[src/rtl/move_request_gen_if.sv]
// Key inputs and move-request outputs between the board keys, the request generator and the movement FSM.
// The master side drives the keys and consumes the requests; the slave side is the generator.
interface move_request_gen_if;
  logic KeyLeft;
  logic KeyRight;
  logic LeftIn;
  logic RightIn;
  logic Held;

  modport master (output KeyLeft, output KeyRight, input LeftIn, input RightIn, input Held);
  modport slave  (input KeyLeft, input KeyRight, output LeftIn, output RightIn, output Held);
endinterface

[src/rtl/move_request_gen.sv]
// Sync + debounce two active-low keys into single-cycle move pulses; hold-to-repeat when MOVE_REQUEST_AUTOREPEAT_EN is defined.
// Press-to-pulse latency DEBOUNCE_CYCLES+3 edges; no backpressure, pulses are fire-and-forget.
module move_request_gen #(
  parameter int DEBOUNCE_CYCLES = 500000,
  parameter int REPEAT_DELAY    = 12500000,
  parameter int REPEAT_PERIOD   = 5000000
) (
  input  logic               Clock,
  input  logic               Reset,
  move_request_gen_if.slave  io
);

  localparam int DW = $clog2(DEBOUNCE_CYCLES + 1);

  if (DEBOUNCE_CYCLES < 1) begin : g_bad_debounce
    $error("DEBOUNCE_CYCLES must be at least 1");
  end
  if (REPEAT_DELAY < 2 || REPEAT_PERIOD < 2) begin : g_bad_repeat
    $error("REPEAT_DELAY and REPEAT_PERIOD must be at least 2");
  end

  typedef enum logic [1:0] {
    IDLE       = 2'd0,
    FIRE       = 2'd1,
    HOLD_DELAY = 2'd2
`ifdef MOVE_REQUEST_AUTOREPEAT_EN
    , HOLD_REPEAT = 2'd3
`endif
  } state_t;

  typedef enum logic {LEFT = 1'b0, RIGHT = 1'b1} dir_t;

  // Bit 0 is the left key, bit 1 the right key, everywhere below.
  logic [1:0]         sync1_q, sync1_d;
  logic [1:0]         sync2_q, sync2_d;
  logic [1:0]         deb_q, deb_d;
  logic [1:0][DW-1:0] db_cnt_q, db_cnt_d;

  state_t state_q, state_d;
  dir_t   dir_q, dir_d;
  logic   left_q, left_d;
  logic   right_q, right_d;
  logic   held_q, held_d;

`ifdef MOVE_REQUEST_AUTOREPEAT_EN
  localparam int RMAX = (REPEAT_DELAY > REPEAT_PERIOD) ? REPEAT_DELAY : REPEAT_PERIOD;
  localparam int RW   = $clog2(RMAX);
  logic [RW-1:0] rpt_cnt_q, rpt_cnt_d;
`endif

  logic d_left, d_right, key_dir, key_opp;

  assign d_left  = deb_q[0];
  assign d_right = deb_q[1];
  assign key_dir = (dir_q == LEFT) ? d_left  : d_right;
  assign key_opp = (dir_q == LEFT) ? d_right : d_left;

  always_comb begin
    sync1_d = {~io.KeyRight, ~io.KeyLeft};
    sync2_d = sync1_q;
    deb_d    = deb_q;
    db_cnt_d = db_cnt_q;
    for (int k = 0; k < 2; k++) begin
      if (sync2_q[k] == deb_q[k]) begin
        db_cnt_d[k] = '0;
      end else if (db_cnt_q[k] == DW'(DEBOUNCE_CYCLES - 1)) begin
        deb_d[k]    = ~deb_q[k];
        db_cnt_d[k] = '0;
      end else begin
        db_cnt_d[k] = db_cnt_q[k] + DW'(1);
      end
    end
  end

  always_comb begin
    state_d = state_q;
    dir_d   = dir_q;
    left_d  = 1'b0;
    right_d = 1'b0;
`ifdef MOVE_REQUEST_AUTOREPEAT_EN
    rpt_cnt_d = rpt_cnt_q;
`endif
    case (state_q)
      IDLE: begin
        // Both keys down is ambiguous, so only a lone key starts a move.
        if (d_left ^ d_right) begin
          dir_d   = d_left ? LEFT : RIGHT;
          left_d  = d_left;
          right_d = d_right;
          state_d = FIRE;
`ifdef MOVE_REQUEST_AUTOREPEAT_EN
          rpt_cnt_d = RW'(REPEAT_DELAY - 1);
`endif
        end
      end
      FIRE: begin
        state_d = HOLD_DELAY;
`ifdef MOVE_REQUEST_AUTOREPEAT_EN
        rpt_cnt_d = rpt_cnt_q - RW'(1);
`endif
      end
`ifdef MOVE_REQUEST_AUTOREPEAT_EN
      HOLD_DELAY, HOLD_REPEAT: begin
        // Release or opposite key wins over a repeat due in the same cycle.
        if (!key_dir || key_opp) begin
          state_d = IDLE;
        end else if (rpt_cnt_q == '0) begin
          left_d    = (dir_q == LEFT);
          right_d   = (dir_q == RIGHT);
          rpt_cnt_d = RW'(REPEAT_PERIOD - 1);
          state_d   = HOLD_REPEAT;
        end else begin
          rpt_cnt_d = rpt_cnt_q - RW'(1);
        end
      end
`else
      HOLD_DELAY: begin
        if (!key_dir || key_opp) begin
          state_d = IDLE;
        end
      end
`endif
      default: state_d = IDLE;
    endcase
`ifdef MOVE_REQUEST_AUTOREPEAT_EN
    held_d = (state_d == HOLD_DELAY) || (state_d == HOLD_REPEAT);
`else
    held_d = (state_d == HOLD_DELAY);
`endif
  end

  always_ff @(posedge Clock or posedge Reset) begin
    if (Reset) begin
      sync1_q  <= '0;
      sync2_q  <= '0;
      deb_q    <= '0;
      db_cnt_q <= '0;
      state_q  <= IDLE;
      dir_q    <= LEFT;
      left_q   <= 1'b0;
      right_q  <= 1'b0;
      held_q   <= 1'b0;
`ifdef MOVE_REQUEST_AUTOREPEAT_EN
      rpt_cnt_q <= '0;
`endif
    end else begin
      sync1_q  <= sync1_d;
      sync2_q  <= sync2_d;
      deb_q    <= deb_d;
      db_cnt_q <= db_cnt_d;
      state_q  <= state_d;
      dir_q    <= dir_d;
      left_q   <= left_d;
      right_q  <= right_d;
      held_q   <= held_d;
`ifdef MOVE_REQUEST_AUTOREPEAT_EN
      rpt_cnt_q <= rpt_cnt_d;
`endif
    end
  end

  assign io.LeftIn  = left_q;
  assign io.RightIn = right_q;
  assign io.Held    = held_q;

endmodule

[src/flat_wrapper.sv]
// flat-port wrapper written by rule: the top's interface ports become plain ports
module move_request_gen_flat 
#(
  parameter int DEBOUNCE_CYCLES = 500000,
  parameter int REPEAT_DELAY    = 12500000,
  parameter int REPEAT_PERIOD   = 5000000
)
  (Clock, Reset, io_KeyLeft, io_KeyRight, io_LeftIn, io_RightIn, io_Held);
  move_request_gen_if io_i ();
  input  logic Clock;
  input  logic Reset;
  input wire logic [$bits(io_i.KeyLeft)-1:0] io_KeyLeft;
  input wire logic [$bits(io_i.KeyRight)-1:0] io_KeyRight;
  output wire logic [$bits(io_i.LeftIn)-1:0] io_LeftIn;
  output wire logic [$bits(io_i.RightIn)-1:0] io_RightIn;
  output wire logic [$bits(io_i.Held)-1:0] io_Held;
  assign io_i.KeyLeft = io_KeyLeft;
  assign io_i.KeyRight = io_KeyRight;
  assign io_LeftIn = io_i.LeftIn;
  assign io_RightIn = io_i.RightIn;
  assign io_Held = io_i.Held;
  move_request_gen #(.DEBOUNCE_CYCLES(DEBOUNCE_CYCLES), .REPEAT_DELAY(REPEAT_DELAY), .REPEAT_PERIOD(REPEAT_PERIOD)) u_core (.Clock(Clock), .Reset(Reset), .io(io_i));
endmodule
[config.mk]
export PLATFORM = sky130hd
export DESIGN_NAME = move_request_gen_flat
export DESIGN_NICKNAME = d
export VERILOG_FILES = /design/src/rtl/move_request_gen_if.sv /design/src/rtl/move_request_gen.sv /design/src/flat_wrapper.sv
export SDC_FILE = /design/constraint.sdc
export NUM_CORES = 1
export LEC_CHECK = 0
export CORE_ASPECT_RATIO = 0.5
export CORE_UTILIZATION = 40
export DETAILED_ROUTE_END_ITERATION = 16
export GPL_TIMING_DRIVEN = 0
export PLACE_DENSITY = 0.64
export SKIP_LAST_GASP = 1
export SLEW_MARGIN = 20
export SYNTH_ARGS = -nofsm -noshare
export SYNTH_HDL_FRONTEND = slang
export SYNTH_SLANG_ARGS = --single-unit
[constraint.sdc]
create_clock -name Clock -period 2.55 [get_ports Clock]
set_input_delay 0.51 -clock Clock [delete_from_list [all_inputs] [get_ports Clock]]
set_output_delay 0.51 -clock Clock [all_outputs]
set_load 0.01 [all_outputs]
* Word-level counts from Yosys, hierarchy flattened
Cells that the tools add are included.
** Cells by class
- $add $sub $neg :: 2
- Bitwise logic cells :: 7
- Equal/unequal tests :: 7
- Muxes and demuxes :: 14
- Reductions and logical operators :: 6
** Operators by type and width (count)
- two-way mux 19 bit :: 4
- adder 19 x 1 -> 19 bit (second input constant) :: 2
- equality test 19 bit (second input constant) :: 2
- two-way mux 1 bit :: 7
- inverter 1 bit :: 6
- one-hot mux 2 bit (3 select lines) :: 1
- AND reduction 2 bit :: 3
- equality test 2 bit (second input constant) :: 2
- two-way mux 2 bit :: 2
- equality test 1 bit :: 2
- equality test 2 x 1 -> 1 bit (second input constant) :: 1
- zero test 2 bit :: 1
- zero test 1 bit :: 1
- logical OR 1 bit :: 1
- XOR 1 bit :: 1
** Word-level totals
- Output and inout bits :: 3
- Input bits :: 4
- Register bits after elaboration :: 50
- Logic and storage cells :: 47

* Logic depth before layout (Yosys ltp)
- Depth in word-level cells :: 6
- Gate-level depth with buffers :: 7
- Depth with buffers taken out :: 5

* Worst setup path after synthesis
OpenSTA, ideal clock, no wires.
- Kind :: register -> register
- From :: reg u_core.db_cnt_q[14] in the netlist's numbering
- To :: reg u_core.deb_q[0]
- Clock period less this slack :: 1836 ps
- Stages on the path, launching flop included :: 5
- Arrival time :: 1711 ps
- Slack :: 714 ps
- Setup time :: 125 ps
- Data required time :: 2425 ps
- Cell sequence :: dfrtp_1 -> or4b_1 -> or3_4 -> nor2_1 -> mux2_2
** On the way
- Cells in the longest elaborated chain, start to end :: 2
** RTL lines
- start, declared :: line move_request_gen.sv:37 : logic [1:0][DW-1:0] db_cnt_q, db_cnt_d;
- start signal, assigned :: line move_request_gen.sv:150 : db_cnt_q <= db_cnt_d;
- equality test 19 bit :: line move_request_gen.sv:66 : end else if (db_cnt_q[k] == DW'(DEBOUNCE_CYCLES - 1)) begin
- AND reduction 2 bit (no source line)
- end signal, assigned :: line move_request_gen.sv:136 : deb_q <= '0;
- end signal, assigned :: line move_request_gen.sv:149 : deb_q <= deb_d;
- end, declared :: line move_request_gen.sv:36 : logic [1:0] deb_q, deb_d;
Every way passes these cells.
A chain may end at the register's enable or synchronous reset.

==> flow_summary.toml <==
[global_route]
grt_pass1_wl_um = 7630
overflow = 0
grt_pass1_vias = 1711
antenna_found_initial = 0
grt_max_degree = 27
grt_util_all_layers = 0.155

[power_and_ir_drop]
leakagePower_nw = 1.11
switchingPower_mw = 0.310
internal_power_mw = 1.18
power_mw = 1.49
power.share.clock = 0.417
cellPowerDensity_mw_per_mm2 = 555
p_comb_frac = 0.036
seqPwrFrac = 0.547
swShare = 0.208
vdd_ir_drop_max_mv = 0.246

[synth]
syn_area_mm2 = 0.00238
synthAdderAreaFrac = 0.0211
synth_simple_gate_area_frac = 0.240
synth-xor-area-share = 0.103
ys_ff_latch = 50
synth_warnings = 0
syn_nets = 235
synth-compound-area-share = 0.0611
syn_inst = 227
synth_top_family_by_area = "simple AND/OR/NAND/NOR gates"
netlist-cell-type-count = 34
syn_avg_cell_area_um2 = 10.5
synth_mux_area_frac = 0.0226
ys_seq_area_frac = 0.526

[worst_hold_path]
min_from = "u_core.sync1_q[0]"
worstHoldPathCells = 0
whs_endpoint = "u_core.sync2_q[0]"
min_path_type = "reg2reg"

[detailed_routing]
drt-total-wl_um = 4060
drt_iter0_markers = 68
antenna_left = 0
first_pass_iters = 5
wire_per_inst_um = 12.9
drc = 0
via_per_inst = 5.35
vias = 1681

[final_layout]
area_delta_synth_final_pct = 12.9
nNetsFinal = 249
drive_above_1_share = 0.0788
antenna_cells = 0
nFillCells = 509

[placement]
io_buffers = 6
routabilityCongestion = 0.795
dpl.hpwl_um = 2910
preCtsSetupSlack_ns = 0.391

[cts]
htreeDepth = 2
clockBufferDepth = 2
cts-resized-gates = 0
insertion_delay_ns = 0.28
cts_tree = "done"
clock-sinks = 50
cts.clk_slew.worst_paths_ns = 0.06
post_cts_buffers = 0
cts_made_buffers = 5
cts_root_buffer = "clkbuf_16"
cts_hold_buf = 0

[worst_setup_path]
r2r_slack_ns = 0.42
cp.arrival_ns = 2.30
slowest_delay_ns = 0.68
worstPathCellList = "ha_1, nand4_1, o41ai_4, buf_4, nor2_1"
timing.rr.end = "u_core.db_cnt_q[29]"
reg2regPathDepth = 5
critPathLaunchType = "register"
criticalPathCategory = "reg2reg"
required_ns = 2.72
worst_setup_path_end_kind = "register"
r2r_start = "u_core.db_cnt_q[19]"
slowest_stage = "o41ai_4"
path_max_fanout = 10

[flow_run]
maxCapViolations = 0

[sta]
fin_skew_ns = 0.00437
final-setup-viol-count = 0
fin_crit_ns = 2.13
timing.final.ws_setup_ns = 0.425
rsz0062_at_grt = "false"
fmax_mhz = 471
worst_pin_slew_ns = 0.574
relSlewSlack = 0.616
finalCritPeriodShare = 0.833
hold_viol = 0
drv_slew = 0

[floorplan]
core_mm2 = 0.00561
rows = 19
io_pins = 7
die_w_um = 111
die-area_mm2 = 0.00627
die_h_um = 56.5
initial_core_util = 0.424

[status]
status = "completed"
==> worst max-delay path by stage <==
stage / from / endpoint / depth (start not counted)
5_1_grt: u_core.db_cnt_q[19] / u_core.db_cnt_q[29] / 5
3_3_place_gp: Reset / u_core.db_cnt_q[28] / 2
2_1_floorplan: u_core.db_cnt_q[14] / u_core.deb_q[0] / 4
4_1_cts: u_core.db_cnt_q[19] / u_core.db_cnt_q[29] / 5
6_report: u_core.db_cnt_q[19] / u_core.db_cnt_q[29] / 5
3_5_place_dp: u_core.db_cnt_q[19] / u_core.db_cnt_q[27] / 5
==> routing by layer <==
metal	share of wire	routed length (um)	GRT usage	vias up
met5	0	0	0	-
met4	0.012	50	0.0521	0
met3	0.033	134	0.0356	5
met2	0.48	1930	0.264	25
met1	0.48	1940	0.196	824
li1	-	-	-	827
==> layout make-up <==
type                            instances  area (um2)  share of cell area
Inverter                                9        33.8              0.0126
Sequential cell                        50        1250               0.466
Clock inverter                          2        10.0             0.00373
Tap cell                               73        91.3              0.0340
Clock buffer                            5         125              0.0466
Timing Repair Buffer                    7        80.1              0.0298
Buffer                                  4        27.5              0.0103
Multi-Input combinational cell        164        1060               0.397
==> per-stage QoR <==
stage                     cell area [um2]  hold WS (ns)  TNS [ns]  std cells   util
after floorplan                      2380         0.331         0        227      -
final                                2680         0.348         0        314  0.478
after detailed placement             2550         0.335         0        307  0.454
after CTS                            2680         0.349         0        314  0.478
after global routing                 2680         0.357         0        314  0.478
after global placement               2530         0.334     -4.38        306  0.451
==> synth_stat cells (all sizes together) <==
master,n,area share
mux2i,2,0.0084
nor3,5,0.011
and3,4,0.011
or2,1,0.0026
a21oi,8,0.017
o21bai,1,0.0079
nor3b,2,0.0063
or4b,2,0.0084
and2,1,0.0026
mux2,3,0.014
o31ai,5,0.016
inv,9,0.014
or3,4,0.013
nand3,14,0.029
ha,4,0.021
buf,3,0.010
nor2b,1,0.0026
nand2,12,0.019
dfrtp,50,0.53
or4,5,0.016
clkbuf,1,0.0016
xor2,13,0.048
nor2,33,0.052
and4,4,0.015
xnor2,15,0.055
nand2b,2,0.0053
o22ai,1,0.0026
nor4,5,0.013
o41ai,1,0.012
o21ai,3,0.0063
nand4,13,0.034
==> registers in the layout, summed over array words and instances (netlist names) <==
| signal | flops |
|---|---|
| u_core.sync1_q | 2 |
| u_core.io.RightIn | 1 |
| u_core.db_cnt_q | 38 |
| u_core.sync2_q | 2 |
| u_core.state_q | 2 |
| u_core.io.Held | 1 |
| u_core.io.LeftIn | 1 |
| u_core.deb_q | 2 |
| u_core.dir_q | 1 |
==> cells by family after synthesis <==
| group | count (synthesis) |
|---|---|
| buf+inv | 13 |
| flops | 50 |
| compound gates | 19 |
| fa+ha+maj | 4 |
| xor+xnor | 28 |
| mux | 5 |
| simple gates | 108 |
==> cell usage in the layout (no fill, tap or decap), types with 2 or more instances in the layout <==
cell type | Yosys | final
nor3_1 | 5 | 5
nand2b_1 | 2 | 2
and4_1 | 4 | 4
a21oi_1 | 8 | 8
inv_1 | 9 | 8
nand4_1 | 13 | 13
xnor2_1 | 15 | 15
nand3_1 | 14 | 14
dfrtp_1 | 50 | 50
clkinv_2 | 0 | 2
nor4_1 | 5 | 5
o31ai_1 | 5 | 5
ha_1 | 4 | 4
o21ai_0 | 3 | 3
and3_1 | 4 | 4
or4_1 | 5 | 5
clkdlybuf4s50_1 | 0 | 6
nor3b_1 | 2 | 2
clkbuf_16 | 0 | 5
nand2_1 | 12 | 12
mux2i_1 | 2 | 2
or4b_1 | 2 | 2
xor2_1 | 13 | 13
or3_1 | 3 | 3
mux2_2 | 3 | 3
nor2_1 | 33 | 33
==> critical path: cells and delay by family (launching register included) <==
kind / cells / cell delay (ns)
simple gates: 2 / 0.43
compound gates: 1 / 0.68
flops: 1 / 0.39
fa+ha+maj: 1 / 0.23
buf+inv: 1 / 0.28
==> power by group through the flow <==
stage,logic (mW),clock network [mW],registers (mW)
detailed placement,0.0566,0,0.829
global route,0.0623,0.677,0.816
global placement,0.0513,0,0.828
CTS,0.0567,0.640,0.814
finish,0.0537,0.621,0.814
floorplan,0.0377,0,0.826
Power figures use the tool's default switching activity.
